<file path="config.mk">
export PLATFORM = sky130hd
export DESIGN_NAME = serial_addsub
export DESIGN_NICKNAME = d
export VERILOG_FILES = /design/src/rtl/serial_addsub.sv
export SDC_FILE = /design/constraint.sdc
export NUM_CORES = 1
export LEC_CHECK = 0
export CORE_MARGIN = 2
export CORE_UTILIZATION = 51
export CTS_CLUSTER_DIAMETER = 60
export DETAILED_ROUTE_END_ITERATION = 8
export MAX_ROUTING_LAYER = met4
export PLACE_DENSITY_LB_ADDON = 0.2
export SYNTH_ARGS = -nofsm -noshare
export SYNTH_HDL_FRONTEND = slang
export SYNTH_SLANG_ARGS = --single-unit
export TNS_END_PERCENT = 100
</file>
<file path="constraint.sdc">
create_clock -name clk -period 5.6 [get_ports clk]
set_clock_uncertainty 0.2 [all_clocks]
set_input_delay 1.12 -clock clk [delete_from_list [all_inputs] [get_ports clk]]
set_output_delay 1.12 -clock clk [all_outputs]
set_load 0.01 [all_outputs]
</file>
<file path="src/rtl/serial_addsub.sv">
// -----------------------------------------------------------------------------
// serial_addsub
//
// Multi-cycle adder / subtractor / comparator for the MIPS execute stage.
// The WIDTH-bit operands are processed SLICE bits per clock. The carry ripples
// between slices through a register, so a full operation takes
// NSLICE = WIDTH/SLICE clocks after acceptance.
//
// Operations (op):
//   2'b00 ADD  : result = a + b
//   2'b01 SUB  : result = a - b
//   2'b10 SLT  : result = (signed a < signed b), zero-extended
//   2'b11 SLTU : result = (unsigned a < unsigned b), zero-extended
//
// Ports:
//   clk        : clock, rising edge
//   rst_n      : asynchronous active-low reset
//   in_valid   : operands and op are valid
//   in_ready   : operands are accepted this cycle (IDLE, or DONE with out_ready)
//   op         : operation select
//   a, b       : operands
//   out_valid  : result and flags are valid (held until out_ready)
//   out_ready  : consumer takes the result this cycle
//   result     : sum, difference or compare bit
//   carry      : ADD carry out; SUB/SLT/SLTU borrow (a < b unsigned)
//   overflow   : signed overflow of the underlying add or subtract
//   zero       : result == 0
//
// Optional feature, enabled by defining SERIAL_ADDSUB_STICKY_OVF_EN:
//   ovf_clr    : synchronous clear of the sticky overflow flag
//   ovf_sticky : set by any ADD/SUB that overflows, held until cleared
//                (a set on the same edge as a clear wins)
// -----------------------------------------------------------------------------
module serial_addsub #(
    parameter int WIDTH = 32,
    parameter int SLICE = 8
) (
    input  logic             clk,
    input  logic             rst_n,
    input  logic             in_valid,
    output logic             in_ready,
    input  logic [1:0]       op,
    input  logic [WIDTH-1:0] a,
    input  logic [WIDTH-1:0] b,
    output logic             out_valid,
    input  logic             out_ready,
    output logic [WIDTH-1:0] result,
    output logic             carry,
    output logic             overflow,
    output logic             zero
`ifdef SERIAL_ADDSUB_STICKY_OVF_EN
    ,
    input  logic             ovf_clr,
    output logic             ovf_sticky
`endif
);

    localparam int NSLICE = WIDTH / SLICE;
    localparam int KW     = (NSLICE > 1) ? $clog2(NSLICE) : 1;
    localparam logic [KW-1:0] KLAST = KW'(NSLICE - 1);

    localparam logic [1:0] OP_ADD  = 2'b00;
    localparam logic [1:0] OP_SUB  = 2'b01;
    localparam logic [1:0] OP_SLT  = 2'b10;
    localparam logic [1:0] OP_SLTU = 2'b11;

    generate
        if ((SLICE < 1) || (WIDTH < SLICE) || ((WIDTH % SLICE) != 0)) begin : g_bad_param
            $error("serial_addsub: WIDTH must be a non-zero multiple of SLICE");
        end
    endgenerate

    typedef enum logic [1:0] {
        IDLE = 2'd0,
        RUN  = 2'd1,
        DONE = 2'd2
    } state_t;

    state_t state_q, state_d;

    // Operand capture (b already inverted for the subtract-based ops)
    logic [WIDTH-1:0] a_q;
    logic [WIDTH-1:0] b_q;
    logic [1:0]       op_q;

    // Slice control and result/flag registers
    logic [KW-1:0]    k_q;
    logic             c_q;
    logic [WIDTH-1:0] result_q;
    logic             carry_q;
    logic             ovf_q;
    logic             zero_q;

    // One slice of the ripple adder, carry out in the top bit
    function automatic logic [SLICE:0] slice_add(input logic [SLICE-1:0] x,
                                                 input logic [SLICE-1:0] y,
                                                 input logic             cin);
        return {1'b0, x} + {1'b0, y} + {{SLICE{1'b0}}, cin};
    endfunction

    logic             accept;
    logic             last;
    logic [SLICE-1:0] a_sl;
    logic [SLICE-1:0] b_sl;
    logic [SLICE:0]   sum_ext;
    logic [WIDTH-1:0] full_sum;
    logic             fin_ovf;
    logic             fin_cout;
    logic             fin_carry;
    logic [WIDTH-1:0] fin_res;

    assign in_ready  = (state_q == IDLE) || ((state_q == DONE) && out_ready);
    assign accept    = in_valid && in_ready;
    assign last      = (k_q == KLAST);
    assign out_valid = (state_q == DONE);

    assign result   = result_q;
    assign carry    = carry_q;
    assign overflow = ovf_q;
    assign zero     = zero_q;

    // Current slice arithmetic and final-slice result/flag formation
    always_comb begin
        a_sl     = a_q[int'(k_q)*SLICE +: SLICE];
        b_sl     = b_q[int'(k_q)*SLICE +: SLICE];
        sum_ext  = slice_add(a_sl, b_sl, c_q);

        // Lower slices were written on earlier edges of this operation
        full_sum = result_q;
        full_sum[int'(k_q)*SLICE +: SLICE] = sum_ext[SLICE-1:0];

        fin_cout  = sum_ext[SLICE];
        fin_ovf   = (a_sl[SLICE-1] == b_sl[SLICE-1]) &&
                    (sum_ext[SLICE-1] != a_sl[SLICE-1]);
        // Subtraction is a + ~b + 1, so no carry out means a borrow
        fin_carry = (op_q == OP_ADD) ? fin_cout : ~fin_cout;

        fin_res = '0;
        case (op_q)
            OP_SLT:  fin_res[0] = sum_ext[SLICE-1] ^ fin_ovf;
            OP_SLTU: fin_res[0] = ~fin_cout;
            default: fin_res    = full_sum;
        endcase
    end

    // Next-state logic
    always_comb begin
        state_d = state_q;
        case (state_q)
            IDLE: begin
                if (accept) state_d = RUN;
            end
            RUN: begin
                if (last) state_d = DONE;
            end
            DONE: begin
                if (out_ready) state_d = in_valid ? RUN : IDLE;
            end
            default: state_d = IDLE;
        endcase
    end

    always_ff @(posedge clk or negedge rst_n) begin
        if (!rst_n) begin
            state_q <= IDLE;
        end else begin
            state_q <= state_d;
        end
    end

    // Operand registers only matter after acceptance, so they need no reset
    always_ff @(posedge clk) begin
        if (accept) begin
            a_q  <= a;
            b_q  <= (op != OP_ADD) ? ~b : b;
            op_q <= op;
        end
    end

    always_ff @(posedge clk or negedge rst_n) begin
        if (!rst_n) begin
            k_q      <= '0;
            c_q      <= 1'b0;
            result_q <= '0;
            carry_q  <= 1'b0;
            ovf_q    <= 1'b0;
            zero_q   <= 1'b0;
        end else if (accept) begin
            // Carry-in of 1 completes the two's complement of b
            c_q <= (op != OP_ADD);
            k_q <= '0;
        end else if (state_q == RUN) begin
            c_q <= fin_cout;
            k_q <= k_q + 1'b1;
            if (last) begin
                result_q <= fin_res;
                carry_q  <= fin_carry;
                ovf_q    <= fin_ovf;
                zero_q   <= (fin_res == '0);
            end else begin
                result_q[int'(k_q)*SLICE +: SLICE] <= sum_ext[SLICE-1:0];
            end
        end
    end

`ifdef SERIAL_ADDSUB_STICKY_OVF_EN
    logic sticky_q;
    logic sticky_set;

    assign sticky_set = (state_q == RUN) && last && fin_ovf &&
                        ((op_q == OP_ADD) || (op_q == OP_SUB));
    assign ovf_sticky = sticky_q;

    always_ff @(posedge clk or negedge rst_n) begin
        if (!rst_n) begin
            sticky_q <= 1'b0;
        end else if (sticky_set) begin
            sticky_q <= 1'b1;
        end else if (ovf_clr) begin
            sticky_q <= 1'b0;
        end
    end
`endif

endmodule

</file>
==> impl_metrics.env <==
export IMPL_arrival_ns=4.87
export IMPL_finalCritPeriodShare_pct=85.8
export IMPL_critical_path_class="flop to flop"
export IMPL_gp_congestion=0.902
export IMPL_vdd_drop_max_mv=0.257
export IMPL_crit_path_max_fanout=16
export IMPL_synth_most_common_cell="edfxtp_1"
export IMPL_clockBufferDepth=2
export IMPL_dieArea_um2=10600
export IMPL_synth_ff_type="edfxtp_1"
export IMPL_viasPerCell=5.56
export IMPL_power_density_nw_per_um2=589
export IMPL_yosys_warnings=0
export IMPL_hp_class="flop to flop"
export IMPL_num_rows=36
export IMPL_clkTransAtPathRegs_ns=0.11
export IMPL_avgSynthCellArea_um2=13.8
export IMPL_netlist_top_cells_count="66 x edfxtp_1, 40 x dfrtp_1, 37 x xnor2_1"
export IMPL_post_cts_buffers=0
export IMPL_tns_ns=0
export IMPL_setup_violations=0
export IMPL_cts_buffers=9
export IMPL_hold_path_depth=2
export IMPL_grt_pass1_vias=3446
export IMPL_clk_latency_ns=0.37
export IMPL_place_area_um2=6190
export IMPL_stdcell_area_um2=6370
export IMPL_p_comb_share_pct=56.2
export IMPL_cts_root_buf="clkbuf_8"
export IMPL_layout_setup_ws_ns=0.797
export IMPL_synth_distinct_cells=50
export IMPL_relSlewSlack_pct=22.7
export IMPL_tightest_slew_ns=1.14
export IMPL_fmax_mhz=208
export IMPL_synth_area_leaders="edfxtp_1 40%, dfrtp_1 20%, mux4_2 7.2%"
export IMPL_postLayoutCoreUtil_pct=66.1
export IMPL_wirelength_um=11200
export IMPL_n_antenna_cell=0
export IMPL_syn_inst=361
export IMPL_antenna_left=0
export IMPL_rsz0062_at_grt="false"
export IMPL_syn_cell_area_um2=4980
export IMPL_critPathCaptureType="flop"
export IMPL_ff2ff_setup_slack_ns=0.80
export IMPL_fillCellCount=770
export IMPL_cts_resized_gates=0
export IMPL_synth_nets=447
export IMPL_wire_per_inst_um=18.4
export IMPL_h_tree_depth=3
export IMPL_async_reset_ff_share_pct=37.7
export IMPL_grt_max_degree=47
export IMPL_reg2reg_from="k_q[0]"
export IMPL_final_layout_size_suffix_gt1_share_pct=9.05
export IMPL_ys_seq_area_share_pct=59.9
export IMPL_slew_viol_final=0
export IMPL_drt_iter0_drc=142
export IMPL_drv_cap=0
export IMPL_dpl_hpwl_um=8410
export IMPL_seq_power_share_pct=32.1
export IMPL_ys_ff_latch=106
export IMPL_p_leak_nw=2.35
export IMPL_cts_hold_buf=0
export IMPL_grtUsageTotal_pct=23.3
export IMPL_p_clk_share_pct=11.6
export IMPL_finalNetCount=556
export IMPL_drc_errors=0
export IMPL_worstPathRequired_ns=5.66
export IMPL_yosysTopAreaCellShare_pct=39.8
export IMPL_die_h_um=103
export IMPL_outcome="finished, final reports clean"
export IMPL_start_kind="flop"
export IMPL_switchingPower_mw=1.66
export IMPL_grt_first_pass_wirelength_um=17700
export IMPL_post_synth_top_area_cell="edfxtp_1"
export IMPL_place_ws_ns=0.787
export IMPL_hold_violations=0
export IMPL_initial_core_util_pct=51.6
export IMPL_area_delta_synth_final_pct=28.0
export IMPL_clock_sinks=106
export IMPL_synth_edff_count=66
export IMPL_reg2regPathDepth=14
export IMPL_switching_share_pct=44.3
export IMPL_core_area_um2=9640
export IMPL_die_w_um=103
export IMPL_min_to="overflow"
export IMPL_port_buffers=106
export IMPL_grt_overflow=0
export IMPL_drt_first_pass_iters=6
export IMPL_cts_tree="built"
export IMPL_p_int_mw=2.09
export IMPL_min_period_ns=4.80
export IMPL_vias=3378
export IMPL_antenna_found_initial=0
export IMPL_io_pins=107
export IMPL_timing_rr_end="zero"
export IMPL_min_from="overflow"
[worst max path at each step]
stage | start | to | slack (ns) | cells after the start
after floorplan | k_q[1] | zero | 1.50 | 16
after detailed placement | k_q[0] | zero | 0.79 | 14
after global placement | k_q[0] | zero | 0.92 | 14
final | k_q[0] | zero | 0.80 | 14
after global routing | k_q[0] | zero | 0.31 | 14
after CTS | k_q[0] | zero | 0.74 | 14
[layout by cell type (no fill, tap or decap), types with 3 or more instances in the layout]
cell,n
inv_1,9
xnor2_1,37
a22o_1,11
clkbuf_8,9
nor3_1,3
o21ai_0,27
nand2_1,33
edfxtp_1,66
o31ai_1,4
a21oi_1,11
clkdlybuf4s50_1,105
o22ai_1,3
buf_4,3
nand2b_1,5
mux4_2,16
nor2_1,13
nor4_1,6
and3_1,5
fa_1,3
nor2b_1,3
dfrtp_1,40
o21ai_1,4
ha_1,13
[flip-flops by register name, indices dropped and copies added (netlist names)]
signal,flops
state_q,2
b_q,32
c_q,1
k_q,2
overflow,1
op_q,2
result,32
a_q,32
zero,1
carry,1
[worst max-delay path, stage by stage, from the launching register on]
cell	delay [ns]
dfrtp_1	0.96
mux4_2	0.63
fa_1	0.45
and3_1	0.21
o21ai_0	0.36
a21o_1	0.21
nand2b_1	0.06
a21oi_1	0.18
fa_1	0.53
nor4b_1	0.32
mux2i_1	0.16
o2111a_1	0.16
o2111a_1	0.12
o2111ai_1	0.07
nand2_1	0.07
[metrics by stage]
stage | cells | hold WS, ns | power, mW
after floorplan | 361 | 0.310 | 2.51
after global placement | 592 | 0.277 | 3.28
after detailed placement | 592 | 0.278 | 3.32
after CTS | 608 | 0.305 | 3.75
after global routing | 608 | 0.332 | 4.00
final | 608 | 0.301 | 3.75
[area by class of cell]
| cell class | instances | area (um2) | share of cell area, % |
|---|---|---|---|
| well taps | 133 | 166 | 2.61 |
| clock inverters | 6 | 50.0 | 0.786 |
| multi-input cells | 234 | 1930 | 30.2 |
| repair buffers | 109 | 1080 | 16.9 |
| flip-flops and latches | 106 | 2980 | 46.8 |
| clock buffers | 10 | 128 | 2.00 |
| inverters | 10 | 37.5 | 0.589 |
[routing by layer]
| layer | part of all wire (%) | up-vias | global-route usage [%] |
|---|---|---|---|
| met3 | 4.4 | 23 | 3.80 |
| met4 | 2.3 | 0 | 10.2 |
| met2 | 51 | 115 | 39.0 |
| met5 | 0 | - | - |
| li1 | - | 1581 | - |
| met1 | 42 | 1659 | 28.2 |
[power groups by stage]
stage          clock [mW]  sequential, mW  combinational (mW)
3_3_place_gp            0            1.22                2.06
6_report            0.437            1.21                2.11
2_1_floorplan           0            1.21                1.30
5_1_grt             0.468            1.24                2.29
4_1_cts             0.445            1.21                2.09
3_5_place_dp            0            1.23                2.09
[kinds of logic (layout without fill, tap and decap cells)]
logic type,after synthesis,in the layout,synth area share [%]
AND/OR/NAND/NOR,86,86,9.23
XOR/XNOR,38,38,6.69
buffers and inverters,21,135,1.63
multiplexers,17,17,7.44
flip-flops,106,106,59.9
AO/OA/AOI/OAI,77,77,10.6
adder cells (fa/ha/maj),16,16,4.47
(Power assumes the default switching activity.)
